**config.mk**
```make
export PLATFORM = sky130hd
export DESIGN_NAME = edge_event_capture
export DESIGN_NICKNAME = d
export VERILOG_FILES = /design/src/rtl/edge_event_capture.sv
export SDC_FILE = /design/constraint.sdc
export NUM_CORES = 1
export LEC_CHECK = 0
export CAP_MARGIN = 20
export CORE_UTILIZATION = 45
export CTS_CLUSTER_SIZE = 30
export DETAILED_ROUTE_END_ITERATION = 12
export HOLD_SLACK_MARGIN = 0.08
export PLACE_DENSITY_LB_ADDON = 0.2
export SYNTH_ARGS = -nofsm -noshare
export SYNTH_HDL_FRONTEND = slang
export SYNTH_SLANG_ARGS = --single-unit
```
**constraint.sdc**
```tcl
create_clock -name clk -period 2 [get_ports clk]
set_clock_uncertainty 0.05 [all_clocks]
set_input_delay 0.3 -clock clk [delete_from_list [all_inputs] [get_ports clk]]
set_output_delay 0.3 -clock clk [all_outputs]
set_load 0.01 [all_outputs]
```
**src/rtl/edge_event_capture.sv**
```systemverilog
// Edge event capture: synchronises and glitch-filters asynchronous inputs,
// detects per-channel rise/fall edges, and keeps sticky flags and counters.
//
// Ports:
//   clk, reset     : clock, synchronous active-high reset
//   a_in[N_CH]     : asynchronous raw inputs
//   mode[2*N_CH]   : per-channel edge select (00 none, 01 rise, 10 fall, 11 both)
//   irq_en[N_CH]   : per-channel interrupt enable
//   clr[N_CH]      : per-channel write-one-clear of pending flag and counter
//   level[N_CH]    : filtered synchronised level
//   edge_pulse     : one-cycle pulse per qualifying edge
//   pending        : sticky event flag
//   irq            : OR over channels of pending & irq_en
//   evt_cnt        : saturating event counters, channel i at [i*CNT_W +: CNT_W]
module edge_event_capture #(
   parameter int N_CH        = 4,
   parameter int SYNC_STAGES = 2,
   parameter int FILTER_LEN  = 3,
   parameter int CNT_W       = 8
) (
   input  logic                  clk,
   input  logic                  reset,
   input  logic [N_CH-1:0]       a_in,
   input  logic [2*N_CH-1:0]     mode,
   input  logic [N_CH-1:0]       irq_en,
   input  logic [N_CH-1:0]       clr,
   output logic [N_CH-1:0]       level,
   output logic [N_CH-1:0]       edge_pulse,
   output logic [N_CH-1:0]       pending,
   output logic                  irq,
   output logic [N_CH*CNT_W-1:0] evt_cnt
);

   localparam int             FW      = $clog2(FILTER_LEN + 1);
   localparam logic [FW-1:0]  F_LAST  = FW'(FILTER_LEN - 1);
   localparam logic [CNT_W-1:0] CNT_MAX = '1;

   logic [SYNC_STAGES-1:0] sync_q [N_CH];
   logic [FW-1:0]          filt_q [N_CH];
   logic [CNT_W-1:0]       cnt_q  [N_CH];
   // Previous filtered level; edge detect compares level against it so the
   // pulse appears the cycle after level itself moves.
   logic [N_CH-1:0]        level_d;

   always_ff @(posedge clk) begin
      if (reset) begin
         for (int i = 0; i < N_CH; i++) begin
            sync_q[i] <= '0;
            filt_q[i] <= '0;
            cnt_q[i]  <= '0;
         end
         level      <= '0;
         level_d    <= '0;
         edge_pulse <= '0;
         pending    <= '0;
      end else begin
         level_d <= level;
         for (int i = 0; i < N_CH; i++) begin
            sync_q[i] <= {sync_q[i][SYNC_STAGES-2:0], a_in[i]};

            if (sync_q[i][SYNC_STAGES-1] == level[i]) begin
               filt_q[i] <= '0;
            end else if (filt_q[i] == F_LAST) begin
               filt_q[i] <= '0;
               level[i]  <= sync_q[i][SYNC_STAGES-1];
            end else begin
               filt_q[i] <= filt_q[i] + 1'b1;
            end

            edge_pulse[i] <= (level[i] & ~level_d[i] & mode[2*i])
                           | (~level[i] & level_d[i] & mode[2*i+1]);

            // A new event beats a same-cycle clear and restarts the count.
            if (edge_pulse[i]) begin
               pending[i] <= 1'b1;
               if (clr[i])
                  cnt_q[i] <= CNT_W'(1);
               else if (cnt_q[i] != CNT_MAX)
                  cnt_q[i] <= cnt_q[i] + 1'b1;
            end else if (clr[i]) begin
               pending[i] <= 1'b0;
               cnt_q[i]   <= '0;
            end
         end
      end
   end

   assign irq = |(pending & irq_en);

   for (genvar g = 0; g < N_CH; g++) begin : g_cnt
      assign evt_cnt[g*CNT_W +: CNT_W] = cnt_q[g];
   end

endmodule

```
---- Word-level counts from Yosys, hierarchy flattened ----
Memory sizes are Yosys's and may differ from the RTL's.
Cells that the tools add are included.
word-level totals
  bits of input ports ..................... 22
  memories kept ........................... 3
  bits in writable memories ............... 48
  register bits after elaboration ......... 16
memory list
  name    depth  width  rd ports  clocked after memory_dff  write ports  line  RTL
  cnt_q   4      8      4         0                         4            40    logic [CNT_W-1:0] cnt_q [N_CH];
  filt_q  4      2      4         0                         4            39    logic [FW-1:0] filt_q [N_CH];
  sync_q  4      2      4         0                         4            38    logic [SYNC_STAGES-1:0] sync_q [N_CH];
operators by class
  muxes and demuxes ....................... 131
  $add $sub $neg .......................... 8
  reduce and logical (&&, ||, !) cells .... 9
  equality and inequality tests ........... 12
  bitwise operators ....................... 61
operators by type and width
  operator                                                       number
  1-bit 2-to-1 mux                                               103
  8-bit 2-to-1 mux                                               12
  8-bit by 1-bit adder with 8-bit output, second input constant  4
  2-bit 2-to-1 mux                                               16
  8-bit != test, second input constant                           4
  1-bit bitwise OR                                               32
  1-bit bitwise AND                                              16
  1-bit inverter                                                 12
  2-bit by 1-bit adder with 2-bit output, second input constant  4
  2-bit equality test, second input constant                     4
  2-bit AND reduction                                            4
  2-bit nonzero test                                             4
  4-bit bitwise AND                                              1
  1-bit equality test                                            4
  4-bit OR reduction                                             1

---- Logic depth before layout (Yosys ltp) ----
  word-level depth ........................ 8
  depth in mapped cells ................... 5

---- Worst setup path after synthesis ----
Ideal clock, no wire load.
  path kind ............................... register -> register
  start ................................... memory cnt_q[1][0]
  end ..................................... memory cnt_q[1][0] (enable)
  path slack .............................. -36 ps
  arrival time ............................ 1602 ps
  setup time .............................. 384 ps
  stages on the path, launching flop included .. 5
  data required time ...................... 1566 ps
  path through ............................ edfxtp_1 > ha_1 > nand4_1 > nor2_1 > o21ai_0
RTL lines
  item         line
  from (decl)  40

---- Worst setup path after layout ----
  start ................................... input port irq_en[0]
  end ..................................... output port irq
on the way
  cells in the longest elaborated chain, start to end .. 2
ends and longest elaborated chain
  item                line  RTL
  from (decl)         25    input logic [N_CH-1:0] irq_en,
  4-bit bitwise AND   88    assign irq = |(pending & irq_en);
  4-bit OR reduction  88
  to (decl)           30    output logic irq,
Every way passes these cells.

==> run summary <==
0 antenna diodes ended up in the layout. The achievable clock frequency is 539 MHz. The sort of element at the end of the critical path is an output pin. The number of setup buffers added after CTS came out at 0. The hold violation count in the final report came out at 0. The global routing usage summed across all routing layers came out at between 15 and 20%.

Once detail routing completed, the nets flagged for antenna violations numbered 0. The fraction of the cycle the final worst path needs is 92.8%. In this run the clock root is driven by a sky130_fd_sc_hd__clkbuf_8. The number of enable flip-flop cells after synthesis came out at 40.

The minimum setup slack among reg-to-reg paths is 250 ps. The horizontal die dimension came out at 83.5 µm. The share of the synthesized area in the top cell type came out at 40.2%. The total congestion overflow after global routing came out at 0. The maximum ir drop on the vdd rail is 478 µV. In this run the worst hold path is classified as reg -> reg. The post-synthesis instance area came out at 0.00299 mm². For this design the ratio of total power to cell area is 705 mW/mm². The path with the worst hold slack has its endpoint at sync_q[1][1]$_SDFF_PP0_. The number of remaining DRC errors came out at 0. The largest incremental delay on the critical path is 480 ps. The cell area after placement is 0.00387 mm². The final net count came out at 400. The total routed wirelength came out at 6350 µm. The number of placement rows is 29. In the final layout, the multi-input gates occupy approximately 0.0013 mm². The cell at the slowest stage of the critical path is sky130_fd_sc_hd__clkdlybuf4s50_1. The longest clock path from root to sink contains 2 buffers. The area of the die is 0.00698 mm². The type of element launching the critical path is an input port. The number of cells on the worst reg-to-reg path came out at 3. The H-tree was split into 3 levels. The routed layout has between 2k and 2.5k vias.

The share of async-settable or async-resettable flops after synthesis came out at 0%. After synthesis, flip-flops and latches occupy between 50% and 60% of the total area. The final cell utilization of the core is a little under two thirds. The total number of yosys warnings is 0. The cell count of the worst hold path is 1. Once the floorplan was initialized, standard cells occupied between 40% and 50% of the core.

The count of mapped cells out of synthesis came out at between 200 and 300. The floorplan step set the die height to 83.5 µm. The worst register-to-register path ends at cnt_q[2][2]$_SDFFCE_PP0P_. The first detailed-routing pass ran for 4 iterations. The count of buffers from port buffering came out at 66. The highest fanout seen on the critical path came out at 1. The CTS tree is done. The run finished with clean final reports. The startpoint identified for the worst register-to-register timing path is cnt_q[2][3]$_SDFFCE_PP0P_. The signal on the critical path passes through clkdlybuf4s50_1, a22oi_2, nand2_1, clkdlybuf4s50_1.

sky130_fd_sc_hd__edfxtp_1 takes more of the synthesized area than any other cell. The clock latency of the later-clocked register in the worst-skew pair came out at 340 ps. The filler cells instantiated in the layout total approximately 550. The number of resized instances in the post-cts repair step came out at 0.

The area growth from synthesis to layout is 36.5%. Setup repair after global routing left no endpoint under its margin. The critical path class is in -> out.

By area the synthesized netlist is led by sky130_fd_sc_hd__edfxtp_1, sky130_fd_sc_hd__dfxtp_1, sky130_fd_sc_hd__a21oi_1. The first-pass GRT wire length is 10600 µm. The ratio of routed vias to standard cells is 5.35. The number of antenna violations at the first check in global routing is 0. The first-iteration detailed-routing DRC count is about 160.

The number of ports placed on the die boundary is between 60 and 70. The number of global-route vias before repair came to around 2.3k. The number of register bits inferred by synthesis came out at 64. The sink count of the clock tree came out at 64. The area of the placeable core came out at 0.00639 mm².

The clock input transition at the sequential cells of the worst setup and hold paths came out at 70 ps. The number of distinct library cells after synthesis came out at 43. The share of layout cells above drive strength 1 is 8.80%. The number of buffers inserted for hold repair after clock tree synthesis is 0.

Adding up every negative setup slack in the final design gives 0 ps. The detail-routed net length per standard cell came out at 14.1 µm. The total power is 2880 µW. With fillers left out, the area of the finished cells amounts to 0.00408 mm². The most used flip-flop cell after synthesis is sky130_fd_sc_hd__edfxtp_1. Counting stages on the worst path, the most repeated cell is sky130_fd_sc_hd__clkdlybuf4s50_1.

The final RePlAce weighted congestion came out at 0.823. The max-cap violation count came out at 0. The cell leakage power is 0.00154 µW. The number of clock buffers added by TritonCTS is 9. The post-route minimum period came out at 1860 ps. The start point of the worst min-delay path is sync_q[1][0]$_SDFF_PP0_. Setup violations remaining at the end of the flow were counted as 0. Each instance of the synthesized netlist takes up on average about 11 µm². The register area is 0.00168 mm². Entering global routing, the biggest net connects 25 pins. The HPWL after detailed placement came out at 4590 µm.

The number of max-slew violations in the final report came out at 0. The critical path data required time is roughly 1700 ps. The data arrival time of the worst path came out at around 1500 ps.
## routing by layer
layer | share of wire (%) | vias to the layer above | wire [µm] | GRT usage [%]
met2 | 48 | 82 | 3050 | 31.6
met3 | 5.9 | 6 | 373 | 3.96
met1 | 45 | 1121 | 2830 | 24.2
met5 | 0 | - | 0 | 0
li1 | - | 1208 | - | -
met4 | 1.5 | 0 | 94 | 9.71
## through the flow
| stage | hold WS, ps | setup slack (ps) | std cells |
|---|---|---|---|
| final | 392 | 145 | 452 |
| after global routing | 404 | 67.5 | 452 |
| after CTS | 395 | 25.2 | 452 |
| after detailed placement | 378 | 42.0 | 436 |
| after global placement | 370 | 49.9 | 436 |
| after floorplan | 364 | 181 | 284 |
## kinds of logic (layout without fill, tap and decap cells)
group	count (synthesis)	in the layout	synth area share, %
AOI/OAI and AO/OA	57	57	12.2
DFF	64	64	56.2
and+or+nand+nor	111	111	20.4
xor gates and xnor gates	13	13	3.81
other	1	8	0.125
muxes	4	4	1.34
adders and majority gates	8	8	3.35
buffers and inverters	19	110	2.55
## layout by cell type, fill, tap and decap left out, drive strengths merged, types with 12 or more instances in the layout
cell	count
clkdlybuf4s50	66
edfxtp	40
nor2	27
a21oi	24
dfxtp	24
nand2	16
inv	15
buf	14
nand3	13
clkbuf	13
nor2b	12
## worst max-delay path, delay by kind of cell
kind                   cells  cell delay [ps]
AND/OR/NAND/NOR            1               70
AO/OA/AOI/OAI              1              240
buffers and inverters      2              900
## worst max path at each step
stage               slack (ps)                   endpoint                 startpoint  depth (start not counted)
finish                     140                        irq                  irq_en[0]                          4
floorplan                  180  cnt_q[1][0]$_SDFFCE_PP0P_  cnt_q[1][0]$_SDFFCE_PP0P_                          4
global route                70                        irq                  irq_en[0]                          4
global placement            50                        irq                  irq_en[0]                          4
detailed placement          40                        irq                  irq_en[0]                          4
CTS                         30                        irq    pending[0]$_SDFFE_PP0P_                          3
## layout make-up
| type | instances | share of cell area, % |
|---|---|---|
| sequential | 64 | 41.2 |
| tap | 77 | 2.36 |
| timing repair buffer | 80 | 19.1 |
| clock inverter | 3 | 0.460 |
| multi-input combinational | 201 | 31.0 |
| clock buffer | 13 | 4.69 |
| inverter | 14 | 1.29 |
## cells in the mapped netlist, types with 2 or more instances
| master | instances |
|---|---|
| sky130_fd_sc_hd__nor2_1 | 27 |
| sky130_fd_sc_hd__o31ai_1 | 4 |
| sky130_fd_sc_hd__a21oi_1 | 24 |
| sky130_fd_sc_hd__nand3b_1 | 8 |
| sky130_fd_sc_hd__nand2_1 | 16 |
| sky130_fd_sc_hd__a31oi_1 | 5 |
| sky130_fd_sc_hd__and4_1 | 3 |
| sky130_fd_sc_hd__nor3b_1 | 4 |
| sky130_fd_sc_hd__nor2b_1 | 12 |
| sky130_fd_sc_hd__xnor2_1 | 11 |
| sky130_fd_sc_hd__dfxtp_1 | 24 |
| sky130_fd_sc_hd__o21ai_0 | 7 |
| sky130_fd_sc_hd__nand2b_1 | 2 |
| sky130_fd_sc_hd__inv_1 | 14 |
| sky130_fd_sc_hd__a311oi_1 | 2 |
| sky130_fd_sc_hd__nand4_1 | 3 |
| sky130_fd_sc_hd__a211o_1 | 3 |
| sky130_fd_sc_hd__ha_1 | 8 |
| sky130_fd_sc_hd__or4_1 | 4 |
| sky130_fd_sc_hd__or3_1 | 7 |
| sky130_fd_sc_hd__clkbuf_1 | 3 |
| sky130_fd_sc_hd__and3_1 | 9 |
| sky130_fd_sc_hd__o211a_1 | 2 |
| sky130_fd_sc_hd__mux2i_1 | 4 |
| sky130_fd_sc_hd__xor2_1 | 2 |
| sky130_fd_sc_hd__nand3_1 | 12 |
| sky130_fd_sc_hd__a22oi_1 | 2 |
| sky130_fd_sc_hd__edfxtp_1 | 40 |
## registers in the layout (all words and copies together) (netlist names)
signal / cells
cnt_q: 32
edge_pulse: 4
filt_q: 8
level: 4
level_d: 4
pending: 4
sync_q: 8
## power breakdown
part	internal (µW)	switching (µW)
registers	1450	46.2
logic	141	107
clock network	634	504
total	2220	658
Note: power is estimated with default switching activity, not from simulation.
